[config.mk]
export PLATFORM = sky130hd
export DESIGN_NAME = tx_fifo_to_dpram
export DESIGN_NICKNAME = d
export VERILOG_FILES = /design/src/rtl/dm9000a_pkg.sv /design/src/rtl/tx_idle_timer.sv /design/src/rtl/tx_fifo_to_dpram.sv
export SDC_FILE = /design/constraint.sdc
export NUM_CORES = 1
export LEC_CHECK = 0
export CAP_MARGIN = 20
export CORE_UTILIZATION = 55
export CTS_CLUSTER_DIAMETER = 120
export DETAILED_ROUTE_END_ITERATION = 16
export PLACE_DENSITY = 0.85
export RECOVER_POWER = 50
export SKIP_LAST_GASP = 1
export SYNTH_ARGS = -nofsm -noshare
export SYNTH_HDL_FRONTEND = slang
export SYNTH_SLANG_ARGS = --single-unit
[constraint.sdc]
create_clock -name iDm9000aClk -period 3.8 [get_ports iDm9000aClk]
set_clock_uncertainty 0.2 [all_clocks]
set_input_delay 0.76 -clock iDm9000aClk [delete_from_list [all_inputs] [get_ports iDm9000aClk]]
set_output_delay 0.76 -clock iDm9000aClk [all_outputs]
set_load 0.02 [all_outputs]
[src/rtl/dm9000a_pkg.sv]
// rtl/dm9000a_pkg.sv - shared state encoding and framing constants for the DM9000A DPRAM loaders
package dm9000a_pkg;

    typedef enum logic [2:0] {
        ST_IDLE = 3'd0,
        ST_RD   = 3'd1,
        ST_WAIT = 3'd2,
        ST_WR   = 3'd3,
        ST_PAD  = 3'd4,
        ST_DONE = 3'd5
    } state_t;

    localparam int MIN_FRAME   = 60;
    localparam int ADDR_W_DEF  = 10;
    localparam int FIFO_RD_LAT = 1;

endpackage

[src/rtl/tx_idle_timer.sv]
// rtl/tx_idle_timer.sv - consecutive-idle counter with clear/enable; flags expiry at TIMEOUT_CYC-1
module tx_idle_timer #(
    parameter int TIMEOUT_CYC = 1024
) (
    input  logic i_clk,
    input  logic i_rst,
    input  logic i_clr,
    input  logic i_en,
    output logic o_expired
);

    localparam int CNT_W = (TIMEOUT_CYC > 1) ? $clog2(TIMEOUT_CYC) : 1;

    logic [CNT_W-1:0] r_cnt;
    logic             w_expired;

    assign w_expired = (r_cnt == CNT_W'(TIMEOUT_CYC - 1));
    assign o_expired = w_expired;

    always_ff @(posedge i_clk) begin
        if (i_rst || i_clr) begin
            r_cnt <= '0;
        end else if (i_en && !w_expired) begin
            r_cnt <= r_cnt + 1'b1;
        end
    end

endmodule

[src/rtl/tx_fifo_to_dpram.sv]
// rtl/tx_fifo_to_dpram.sv - drains the TX FIFO into the DM9000A transmit DPRAM from address 0 upward
// Optional zero padding of short frames up to MIN_FRAME is enabled by defining TX_PAD_EN.
module tx_fifo_to_dpram #(
    parameter int ADDR_W      = dm9000a_pkg::ADDR_W_DEF,
    parameter int MIN_FRAME   = dm9000a_pkg::MIN_FRAME,
    parameter int TIMEOUT_CYC = 1024
) (
    input  logic              iDm9000aClk,
    input  logic              iRst,
    input  logic              iRunStart,
    input  logic [15:0]       iTxLen,
    output logic              oRunEnd,
    output logic [15:0]       oTxLen,
    output logic              oTimeout,
    input  logic              rdempty,
    output logic              rd_fifo_req,
    input  logic [7:0]        fifo_q,
    output logic              wren_b,
    output logic [ADDR_W-1:0] address_b,
    output logic [7:0]        data_b
);

    import dm9000a_pkg::*;

    if (MIN_FRAME >= (1 << ADDR_W)) begin : g_bad_min_frame
        $error("MIN_FRAME must be below 2**ADDR_W");
    end
    if (FIFO_RD_LAT != 1) begin : g_bad_rd_lat
        $error("single WAIT state assumes a 1-cycle FIFO read latency");
    end

    state_t            r_state, w_state_nx;
    logic [ADDR_W-1:0] r_len, w_len_nx;
    logic [ADDR_W-1:0] r_count, w_count_nx;
    logic              r_run_end, w_run_end_nx;
    logic [15:0]       r_tx_len, w_tx_len_nx;
    logic              r_timeout, w_timeout_nx;
    logic              r_rd_req, w_rd_req_nx;
    logic              r_wren, w_wren_nx;
    logic [ADDR_W-1:0] r_addr, w_addr_nx;
    logic [7:0]        r_data, w_data_nx;
    logic              w_tmr_clr, w_tmr_en, w_tmr_exp;
    logic              w_close, w_short;
    logic [15-ADDR_W:0] w_unused_len;

    assign w_unused_len = iTxLen[15:ADDR_W];

`ifdef TX_PAD_EN
    assign w_short = (r_count < ADDR_W'(MIN_FRAME));
`else
    assign w_short = 1'b0;
`endif

    tx_idle_timer #(.TIMEOUT_CYC(TIMEOUT_CYC)) u_idle_timer (
        .i_clk     (iDm9000aClk),
        .i_rst     (iRst),
        .i_clr     (w_tmr_clr),
        .i_en      (w_tmr_en),
        .o_expired (w_tmr_exp)
    );

    always_comb begin
        w_state_nx   = r_state;
        w_len_nx     = r_len;
        w_count_nx   = r_count;
        w_run_end_nx = r_run_end;
        w_tx_len_nx  = r_tx_len;
        w_timeout_nx = r_timeout;
        w_rd_req_nx  = 1'b0;
        w_wren_nx    = 1'b0;
        w_addr_nx    = r_addr;
        w_data_nx    = r_data;
        w_tmr_clr    = 1'b0;
        w_tmr_en     = 1'b0;
        w_close      = 1'b0;
        case (r_state)
            ST_IDLE: begin
                if (iRunStart) begin
                    w_len_nx     = iTxLen[ADDR_W-1:0];
                    w_count_nx   = '0;
                    w_timeout_nx = 1'b0;
                    w_tmr_clr    = 1'b1;
                    w_state_nx   = ST_RD;
                end
            end
            ST_RD: begin
                // A pending byte beats a timeout that expires on the same cycle.
                if (r_count == r_len) begin
                    w_close = 1'b1;
                end else if (!rdempty) begin
                    w_rd_req_nx = 1'b1;
                    w_tmr_clr   = 1'b1;
                    w_state_nx  = ST_WAIT;
                end else if (w_tmr_exp) begin
                    w_timeout_nx = 1'b1;
                    w_close      = 1'b1;
                end else begin
                    w_tmr_en = 1'b1;
                end
            end
            ST_WAIT: w_state_nx = ST_WR;
            ST_WR: begin
                w_wren_nx  = 1'b1;
                w_addr_nx  = r_count;
                w_data_nx  = fifo_q;
                w_count_nx = r_count + 1'b1;
                w_state_nx = ST_RD;
            end
            ST_PAD: begin
`ifdef TX_PAD_EN
                if (w_short) begin
                    w_wren_nx  = 1'b1;
                    w_addr_nx  = r_count;
                    w_data_nx  = 8'h00;
                    w_count_nx = r_count + 1'b1;
                end else begin
                    w_state_nx   = ST_DONE;
                    w_run_end_nx = 1'b1;
                    w_tx_len_nx  = 16'(r_count);
                end
`else
                w_state_nx = ST_IDLE;
`endif
            end
            ST_DONE: begin
                if (!iRunStart) begin
                    w_state_nx   = ST_IDLE;
                    w_run_end_nx = 1'b0;
                    w_timeout_nx = 1'b0;
                end
            end
            default: w_state_nx = ST_IDLE;
        endcase
        if (w_close) begin
            if (w_short) begin
                w_state_nx = ST_PAD;
            end else begin
                w_state_nx   = ST_DONE;
                w_run_end_nx = 1'b1;
                w_tx_len_nx  = 16'(r_count);
            end
        end
        // Losing iRunStart mid-frame abandons the frame; any byte already fetched is dropped.
        if (!iRunStart && (r_state inside {ST_RD, ST_WAIT, ST_WR, ST_PAD})) begin
            w_state_nx   = ST_IDLE;
            w_run_end_nx = 1'b0;
            w_tx_len_nx  = r_tx_len;
            w_timeout_nx = 1'b0;
            w_rd_req_nx  = 1'b0;
            w_wren_nx    = 1'b0;
            w_tmr_en     = 1'b0;
        end
    end

    always_ff @(posedge iDm9000aClk) begin
        if (iRst) begin
            r_state   <= ST_IDLE;
            r_len     <= '0;
            r_count   <= '0;
            r_run_end <= 1'b0;
            r_tx_len  <= '0;
            r_timeout <= 1'b0;
            r_rd_req  <= 1'b0;
            r_wren    <= 1'b0;
            r_addr    <= '0;
            r_data    <= '0;
        end else begin
            r_state   <= w_state_nx;
            r_len     <= w_len_nx;
            r_count   <= w_count_nx;
            r_run_end <= w_run_end_nx;
            r_tx_len  <= w_tx_len_nx;
            r_timeout <= w_timeout_nx;
            r_rd_req  <= w_rd_req_nx;
            r_wren    <= w_wren_nx;
            r_addr    <= w_addr_nx;
            r_data    <= w_data_nx;
        end
    end

    assign oRunEnd     = r_run_end;
    assign oTxLen      = r_tx_len;
    assign oTimeout    = r_timeout;
    assign rd_fifo_req = r_rd_req;
    assign wren_b      = r_wren;
    assign address_b   = r_addr;
    assign data_b      = r_data;

endmodule

==> impl_metrics.json <==
{
  "slew_headroom": 0.295,
  "syn_area_um2": 3160,
  "route.detailed.drc": 0,
  "slew_viol_final": 0,
  "ys_types": 45,
  "via_per_inst": 5.81,
  "layout_common_cells": "nand2_1 (80), dfxtp_1 (65), a21oi_1 (47)",
  "post_cts_resized": 0,
  "start_kind": "primary input",
  "outcome": "finished, final reports clean",
  "pin_count": 66,
  "finalHoldViolations": 0,
  "leakage_nw": 1.39,
  "htreeDepth": 3,
  "avgRoutedWirePerCell_um": 14.4,
  "worst_pin_slew_ns": 1.06,
  "antenna_found_initial": 0,
  "overflow": 0,
  "rows": 27,
  "fin_crit_ns": 2.86,
  "period_share": 0.752,
  "reg2reg_depth": 5,
  "drt-total-wl_um": 7400,
  "dp_hpwl_um": 4910,
  "die_area_um2": 6050,
  "vias": 2990,
  "clockBufferDepth": 2,
  "rr_startpoint": "r_state[1]",
  "drtPass1Iterations": 4,
  "cp_max_fo": 22,
  "finalSetupViolations": 0,
  "grt_max_degree": 64,
  "cts_root_buffer": "clkbuf_8",
  "drt_iter0_drc": 338,
  "numPortBuffers": 53,
  "cts_post_setup_buffers_inserted": 0,
  "stdcell_area_um2": 3870,
  "die_x_um": 77.8,
  "placed_area_um2": 3640,
  "yosysWarnings": 0,
  "clock-sinks": 65,
  "required_ns": 3.83,
  "layout_commonest_cell": "nand2_1",
  "coreArea_um2": 5510,
  "die-height_um": 77.8,
  "numCtsBuffers": 9,
  "cp.arrival_ns": 2.89,
  "clkSlewWorstSetupHoldPaths_ns": 0.07,
  "vdd_ir_drop_max_mv": 0.223,
  "critical_path.startpoint": "iRunStart",
  "synth_area_per_cell_um2": 7.82,
  "path_class": "in -> reg",
  "holdPathStages": 2,
  "worstHoldStart": "address_b[8]",
  "ant_nets": 0,
  "cap_violations": 0,
  "area_growth_pct": 22.5,
  "fmax_ghz": 0.350,
  "grt_pass1_vias": 2648,
  "nNetsFinal": 468,
  "synth_seq_area_share": 0.412,
  "cts_tree": "yes",
  "tns_ns": 0,
  "start_util": 0.574,
  "rsz0062_at_grt": "no",
  "netlist_instances": 404,
  "pwr_density_cell_nw_per_um2": 391,
  "drive_above_1_share": 0.0655,
  "end_kind": "flip-flop",
  "clock_latency_ns": 0.35,
  "ys_seq_elements": 65,
  "antennaDiodeCount": 0,
  "gp_congestion": 0.886,
  "worstHoldPathType": "reg -> reg",
  "postCtsHoldBufs": 0,
  "track_usage": 0.258,
  "grt_pass1_wl_um": 12100
}
## Yosys cell counts (all sizes together)
cell,instances,area (um2)
nor2b,10,62.6
mux2,3,33.8
ha,2,25.0
nand4bb,1,27.5
nand3,30,150
nand4b,3,26.3
or2,2,12.5
xnor2,10,87.6
o22ai,2,12.5
and3,3,18.8
nand3b,6,45.0
nor2,20,75.1
nand4,7,43.8
nor4b,1,8.76
and2,1,6.26
o21ai,9,45.0
a21oi,47,235
a41oi,1,8.76
buf,18,111
inv,1,3.75
nor3b,11,82.6
nor3,8,56.3
conb,1,3.75
or4,1,7.51
o211ai,2,15.0
nor4,3,18.8
nand2,80,300
and4,2,17.5
clkbuf,22,82.6
a22oi,13,97.6
dfxtp,65,1300
and3b,1,8.76
a311oi,1,8.76
or3,4,25.0
o41ai,2,17.5
a211oi,1,7.51
nand2b,3,18.8
a221oi,1,8.76
a31oi,4,25.0
mux2i,1,10.0
o31ai,1,7.51
## power breakdown
group / internal (mW) / switching [mW]
combinational: 0.0485 / 0.0874
sequential: 0.690 / 0.00931
clock: 0.405 / 0.273
## metrics by stage
stage / setup slack (ns) / total power [mW] / instances / hold slack, ns / utilization
final: 0.941 / 1.51 / 515 / 0.251 / 0.703
after global routing: 0.704 / 1.56 / 515 / 0.277 / 0.703
after CTS: 0.965 / 1.52 / 515 / 0.259 / 0.704
after detailed placement: 0.598 / 0.848 / 499 / 0.248 / 0.662
after global placement: 0.667 / 0.845 / 499 / 0.242 / 0.662
after floorplan: 1.55 / 0.808 / 409 / 0.249 / -
## layout make-up
type	instances	area (um2)
clock inverters	4	75.1
inverters	1	3.75
multi-input cells	303	1690
fillers	448	1640
clock buffers	12	155
well taps	72	90.1
flip-flops and latches	65	1300
repair buffers	58	559
## layer usage
layer,global-route usage,vias to the layer above,share of wire
met5,0,-,0
met4,0.158,0,0.024
met3,0.0459,18,0.054
met2,0.400,111,0.49
met1,0.331,1385,0.43
li1,-,1476,-
## flip-flops by register name, summed over array words and instances, names as in the netlist
signal and flops:
address_b 10, data_b 8, oRunEnd 1, oTimeout 1
oTxLen 10, r_count 10, r_len 10, r_state 3
rd_fifo_req 1, u_idle_timer.r_cnt 10, wren_b 1
## kinds of logic after synthesis
| group | count (synthesis) | share of synthesized area |
|---|---|---|
| other | 1 | 0.00119 |
| AOI/OAI and AO/OA | 84 | 0.155 |
| xor gates and xnor gates | 10 | 0.0277 |
| adders and majority gates | 2 | 0.00792 |
| DFF | 65 | 0.412 |
| and+or+nand+nor | 197 | 0.320 |
| muxes | 4 | 0.0139 |
| buffers and inverters | 41 | 0.0625 |
## critical path, cell delays in order
cell	delay, ns
clkdlybuf4s50_1	0.70
nand4bb_4	0.37
a311oi_1	0.67
a21oi_1	0.14
o21ai_0	0.16
a21oi_1	0.08
## path summary, 6_finish.rpt
kind                           end  slack, ns
min reg2reg           address_b[8]       0.25
max          u_idle_timer.r_cnt[2]       0.94
max reg2reg  u_idle_timer.r_cnt[2]       1.46
min                   address_b[8]       0.25
No activity file was read; power rests on OpenSTA's default activity.
